### src/rtl/shift_burst_arbiter.sv
// Round-robin arbiter that streams a 1..MAX_LEN nibble burst into an external
// shift register, captures its output and returns it over a valid/ready channel.
module shift_burst_arbiter #(
   parameter int WIDTH   = 4,
   parameter int MAX_LEN = 8,
   parameter int LEN_W   = 3,
   parameter int CNT_W   = 16
) (
   input  logic                     clk,
   input  logic                     reset,
   input  logic [1:0]               req_valid,
   output logic [1:0]               req_ready,
   input  logic [MAX_LEN*WIDTH-1:0] req_data0,
   input  logic [LEN_W-1:0]         req_len0,
   input  logic [MAX_LEN*WIDTH-1:0] req_data1,
   input  logic [LEN_W-1:0]         req_len1,
   output logic                     sh_shift_en,
   output logic [WIDTH-1:0]         sh_data_in,
   input  logic [WIDTH-1:0]         sh_data_out,
   output logic                     resp_valid,
   input  logic                     resp_ready,
   output logic                     resp_id,
   output logic [WIDTH-1:0]         resp_data,
   output logic                     busy,
   output logic [CNT_W-1:0]         burst_count
);

   typedef enum logic [1:0] {S_IDLE, S_SHIFT, S_CAPTURE, S_RESP} state_t;

   state_t                     r_state, w_state_next;
   logic [MAX_LEN*WIDTH-1:0]   r_data, w_data_next;
   logic [LEN_W-1:0]           r_len, w_len_next;
   logic [LEN_W-1:0]           r_idx, w_idx_next;
   logic                       r_last_grant, w_last_grant_next;
   logic                       r_shift_en, w_shift_en_next;
   logic [WIDTH-1:0]           r_data_in, w_data_in_next;
   logic                       r_resp_valid, w_resp_valid_next;
   logic                       r_resp_id, w_resp_id_next;
   logic [WIDTH-1:0]           r_resp_data, w_resp_data_next;
   logic                       r_busy;
   logic [CNT_W-1:0]           r_burst_count, w_burst_count_next;

   logic                       w_sel;
   logic                       w_accept;
   logic [MAX_LEN*WIDTH-1:0]   w_sel_data;
   logic [LEN_W-1:0]           w_sel_len;
   logic [LEN_W-1:0]           w_idx_inc;
   logic [WIDTH-1:0]           w_held_nib [MAX_LEN];

   generate
      for (genvar gi = 0; gi < MAX_LEN; gi++) begin : g_nib
         assign w_held_nib[gi] = r_data[gi*WIDTH +: WIDTH];
      end
   endgenerate

   // On a tie the requester that did not win last time is chosen.
   assign w_sel      = (req_valid == 2'b11) ? ~r_last_grant : req_valid[1];
   assign w_accept   = (r_state == S_IDLE) && (|req_valid);
   assign w_sel_data = w_sel ? req_data1 : req_data0;
   assign w_sel_len  = w_sel ? req_len1 : req_len0;
   assign w_idx_inc  = r_idx + LEN_W'(1);
   assign req_ready  = w_accept ? (w_sel ? 2'b10 : 2'b01) : 2'b00;

   always_comb begin
      w_state_next       = r_state;
      w_data_next        = r_data;
      w_len_next         = r_len;
      w_idx_next         = r_idx;
      w_last_grant_next  = r_last_grant;
      w_shift_en_next    = 1'b0;
      w_data_in_next     = '0;
      w_resp_valid_next  = r_resp_valid;
      w_resp_id_next     = r_resp_id;
      w_resp_data_next   = r_resp_data;
      w_burst_count_next = r_burst_count;
      case (r_state)
         S_IDLE: begin
            if (w_accept) begin
               w_state_next      = S_SHIFT;
               w_data_next       = w_sel_data;
               w_len_next        = w_sel_len;
               w_idx_next        = '0;
               w_last_grant_next = w_sel;
               w_resp_id_next    = w_sel;
               w_shift_en_next   = 1'b1;
               w_data_in_next    = w_sel_data[WIDTH-1:0];
            end
         end
         S_SHIFT: begin
            // Outputs are registered, so this cycle prepares the next nibble.
            if (r_idx == r_len) begin
               w_state_next = S_CAPTURE;
            end else begin
               w_idx_next      = w_idx_inc;
               w_shift_en_next = 1'b1;
               w_data_in_next  = w_held_nib[w_idx_inc];
            end
         end
         S_CAPTURE: begin
            w_state_next      = S_RESP;
            w_resp_data_next  = sh_data_out;
            w_resp_valid_next = 1'b1;
         end
         S_RESP: begin
            if (resp_ready) begin
               w_state_next       = S_IDLE;
               w_resp_valid_next  = 1'b0;
               w_burst_count_next = r_burst_count + CNT_W'(1);
            end
         end
         default: w_state_next = S_IDLE;
      endcase
   end

   always_ff @(posedge clk) begin
      if (reset) begin
         r_state       <= S_IDLE;
         r_data        <= '0;
         r_len         <= '0;
         r_idx         <= '0;
         r_last_grant  <= 1'b1;
         r_shift_en    <= 1'b0;
         r_data_in     <= '0;
         r_resp_valid  <= 1'b0;
         r_resp_id     <= 1'b0;
         r_resp_data   <= '0;
         r_busy        <= 1'b0;
         r_burst_count <= '0;
      end else begin
         r_state       <= w_state_next;
         r_data        <= w_data_next;
         r_len         <= w_len_next;
         r_idx         <= w_idx_next;
         r_last_grant  <= w_last_grant_next;
         r_shift_en    <= w_shift_en_next;
         r_data_in     <= w_data_in_next;
         r_resp_valid  <= w_resp_valid_next;
         r_resp_id     <= w_resp_id_next;
         r_resp_data   <= w_resp_data_next;
         r_busy        <= (w_state_next != S_IDLE);
         r_burst_count <= w_burst_count_next;
      end
   end

   assign sh_shift_en = r_shift_en;
   assign sh_data_in  = r_data_in;
   assign resp_valid  = r_resp_valid;
   assign resp_id     = r_resp_id;
   assign resp_data   = r_resp_data;
   assign busy        = r_busy;
   assign burst_count = r_burst_count;

endmodule

### config.mk
export PLATFORM = sky130hd
export DESIGN_NAME = shift_burst_arbiter
export DESIGN_NICKNAME = d
export VERILOG_FILES = /design/src/rtl/shift_burst_arbiter.sv
export SDC_FILE = /design/constraint.sdc
export NUM_CORES = 1
export LEC_CHECK = 0
export CORE_MARGIN = 4
export CORE_UTILIZATION = 64
export DETAILED_ROUTE_END_ITERATION = 10
export DONT_BUFFER_PORTS = 1
export GPL_TIMING_DRIVEN = 0
export PLACE_DENSITY = 0.86
export SLEW_MARGIN = 20
export SYNTH_ARGS = -nofsm -noshare
export SYNTH_HDL_FRONTEND = slang
export SYNTH_SLANG_ARGS = --single-unit
### constraint.sdc
create_clock -name clk -period 2.7 [get_ports clk]
set_clock_uncertainty 0.05 [all_clocks]
set_input_delay 0.27 -clock clk [delete_from_list [all_inputs] [get_ports clk]]
set_output_delay 0.27 -clock clk [all_outputs]
set_load 0.005 [all_outputs]
==> impl_metrics.yaml <==
clock_tree:
  setup_fix_buffers_added_after_clock_tree_synthesis: 0
  numClockSinks: 69
  cts-resized-gates: 0
  cts-buffers-inserted: 9
  cts.reportedPaths.clkPinSlew_ps: 60
  clock_tree.htree_level_count: 3
  cts_root_buffer: "sky130_fd_sc_hd__clkbuf_8"
  clock_tree_from_tritoncts: "yes"
  clkLatencyLatePin_ps: 330
  cts_hold_buf: 0
  max-clock-path-buffers: 2
power:
  total_power_w: 0.00293
  power-per-cell-area_nw_per_um2: 902
  p_leak_nw: 1.12
  irDropWorstVdd_mv: 0.539
floorplanning:
  io_pins: 109
  die_area_um2: 5860
  fp.dieH_um: 76.6
  die_width_um: 76.6
  fp-row-count: 24
  initial_utilization_pct: 67.7
  core-area_um2: 4440
sta:
  max_slew_violation_count: 0
  slew_headroom_pct: 61.3
  setup_viol: 0
  hold_viol: 0
  timing.setup.tns_ps: 0
  final_period_minus_worst_setup_slack_ps: 2120
  period_share_pct: 78.5
  grt_setup_unrepaired: "no"
  timing.fmax_mhz: 472
  slew_at_the_pin_closest_to_its_max_slew_limit_ps: 581
synth:
  post_synth_instance_area_um2: 3010
  number_of_distinct_library_cell_variants_in_the_gate_level_netlist_after_synthesis: 43
  dominant_combinational_cell_family_by_area_after_synthesis: "compound AO/OA/AOI/OAI gates"
  post_synth_and_or_nand_nor_area_fraction_pct: 16.5
  yosys.area_share.adder_pct: 0.832
  synth.area.mux_share_pct: 9.65
  synth.yosys.warnings: 0
  synth_top_cell_area_share_pct: 45.9
  async_flop_share_pct: 0
  synth_cells: 311
  synth.yosys.seq_area_share_pct: 45.9
  yosys_register_bits: 69
  synth_top_flop_cell: "sky130_fd_sc_hd__dfxtp_1"
  synth-edff-count: 0
  synth_top_area_cell: "sky130_fd_sc_hd__dfxtp_1"
  syn_area_per_cell_um2: 9.67
  mappedNetlistNets: 392
  fraction_of_the_mapped_netlist_area_in_compound_gates_pct: 19.1
  synth_xor_xnor_area_share_pct: 3.49
  synth.top_cells.by_area: "sky130_fd_sc_hd__dfxtp_1 46%, sky130_fd_sc_hd__a222oi_1 12%, sky130_fd_sc_hd__nor2_1 7.1%"
place:
  port_buffers: 0
  detailedPlacementHpwl_um: 5690
  routabilityCongestion: 0.872
  dpl_cell_area_um2: 3070
min_path:
  worstHoldPathType: "input port to register"
layout:
  layout-area-overhead-vs-synth_pct: 8.07
  num-fill-cells: 350
  layout.cells.most_common_list: "69 x sky130_fd_sc_hd__dfxtp_1, 57 x sky130_fd_sc_hd__nor2_1, 35 x sky130_fd_sc_hd__a222oi_1"
  number_of_diodes: 0
  fin_nets: 403
  final_layout_size_suffix_gt1_share_pct: 9.51
  layout.cells.most_common: "sky130_fd_sc_hd__dfxtp_1"
  multi_input_comb_area_um2: 1490
  fin_area_um2: 3250
  sequential_cell_area_um2: 1380
critical_path:
  worstSetupPathType: "register to output pin"
  endpoint_kind: "output pin"
  timing.critical_path.arrival_ps: 1800
  critical_path_peak_fanout: 10
  worst_ep_required_time_ps: 2380
  kind_of_start_point_of_the_critical_path: "register"
grt:
  global_route.usage.met1_pct: 33.4
  grt_start_max_net_pins: 11
  groute.usage.overall_pct: 26.6
  grt_pass1_wl_um: 12300
  grt_overflow: 0
  grt_busiest_layer: "met2"
  global_route.usage.met3_pct: 9.93
  grt_antenna_before_repair: 0
  grt_pass1_vias: 2493
  gr-usage-met2_pct: 42.3
run:
  max_cap_viol_count: 0
routing:
  wl_per_cell_um: 20.7
  post-route-drc-count: 0
  vias: 2613
  postRouteAntennaNets: 0
  detail_route.first_pass.iterations: 6
  detail_route.iter0.violations: 375
  drt_wl_total_um: 7830
  ratio_of_routed_vias_to_standard_cells: 6.91
outcome:
  outcome: "finished, final reports clean"
-- stage by stage --
step           hold WS, ps  util, %  setup slack [ps]  instances
2_1_floorplan          367        -               882        311
3_3_place_gp           371     69.1               702        363
3_5_place_dp           393     69.1               664        363
4_1_cts               36.2     73.1               584        378
5_1_grt               49.7     73.1               445        378
6_report              41.0     73.1               582        378
-- worst max-delay path: stages, from the launching register on --
cell	delay, ps
sky130_fd_sc_hd__dfxtp_1	310
sky130_fd_sc_hd__buf_4	160
sky130_fd_sc_hd__nor2_1	160
sky130_fd_sc_hd__and3_1	170
sky130_fd_sc_hd__clkbuf_1	230
sky130_fd_sc_hd__clkbuf_1	430
-- final timing paths --
| kind | to | slack, ps | cells after the start | startpoint |
|---|---|---|---|---|
| worst max register to register | sh_data_in[3] | 610 | 7 | r_idx[1] |
| worst min-delay path | resp_data[3] | 40 | 2 | sh_data_out[3] |
| worst max-delay path | req_ready[1] | 580 | 5 | r_state[0] |
| worst min register to register | r_last_grant | 450 | 1 | r_last_grant |
-- synthesized netlist by cell type (2+ instances only) --
cell type and instances:
sky130_fd_sc_hd__o21ai_0 7, sky130_fd_sc_hd__o31ai_1 3, sky130_fd_sc_hd__and3_1 2, sky130_fd_sc_hd__nand4_1 3, sky130_fd_sc_hd__nand3_1 6, sky130_fd_sc_hd__nor3_1 3
sky130_fd_sc_hd__a222oi_1 35, sky130_fd_sc_hd__clkbuf_1 20, sky130_fd_sc_hd__nand2_1 10, sky130_fd_sc_hd__a22o_1 4, sky130_fd_sc_hd__buf_2 3, sky130_fd_sc_hd__dfxtp_1 69
sky130_fd_sc_hd__nor2_1 57, sky130_fd_sc_hd__xor2_1 6, sky130_fd_sc_hd__or3b_2 2, sky130_fd_sc_hd__nand2b_1 2, sky130_fd_sc_hd__buf_4 2, sky130_fd_sc_hd__a21oi_1 13
sky130_fd_sc_hd__buf_1 2, sky130_fd_sc_hd__mux2i_1 20, sky130_fd_sc_hd__xnor2_1 6, sky130_fd_sc_hd__or3_2 2, sky130_fd_sc_hd__inv_1 3, sky130_fd_sc_hd__mux4_2 4
sky130_fd_sc_hd__ha_1 2, sky130_fd_sc_hd__or3_1 5, sky130_fd_sc_hd__o21a_1 4
-- power breakdown --
part           total (W)  leakage (nW)  internal (W)  switching (W)
registers        0.00129         0.564       0.00119       0.000103
clock network   0.000755        0.0926      0.000403       0.000351
logic           0.000887         0.460      0.000366       0.000520
-- logic make-up (layout without fill, tap and decap cells) --
group,after synthesis,after routing
fa+ha+maj,2,2
mux,24,24
buf+inv,31,46
simple gates,102,102
xor+xnor,12,12
flops,69,69
compound gates,71,71
-- cell type report --
| type | instances | area share, % |
|---|---|---|
| plain buffers | 28 | 3.81 |
| clock buffers | 14 | 5.31 |
| clock inverters | 1 | 0.154 |
| inverters | 3 | 0.346 |
| multi-input cells | 211 | 45.9 |
| flip-flops and latches | 69 | 42.5 |
| well taps | 52 | 2.00 |
-- sequential cells by signal, indices dropped and copies added, names as in the netlist --
register and cells:
r_data 32, burst_count 16, resp_data 4, sh_data_in 4, r_idx 3, r_len 3, r_state 2, busy 1
r_last_grant 1, resp_id 1, resp_valid 1, sh_shift_en 1
-- layer usage --
metal,up-vias,wire length [um]
li1,1203,-
met1,1231,3140
met2,163,3570
met3,16,969
met4,0,153
met5,-,0
No activity file was read; power rests on OpenSTA's default activity.
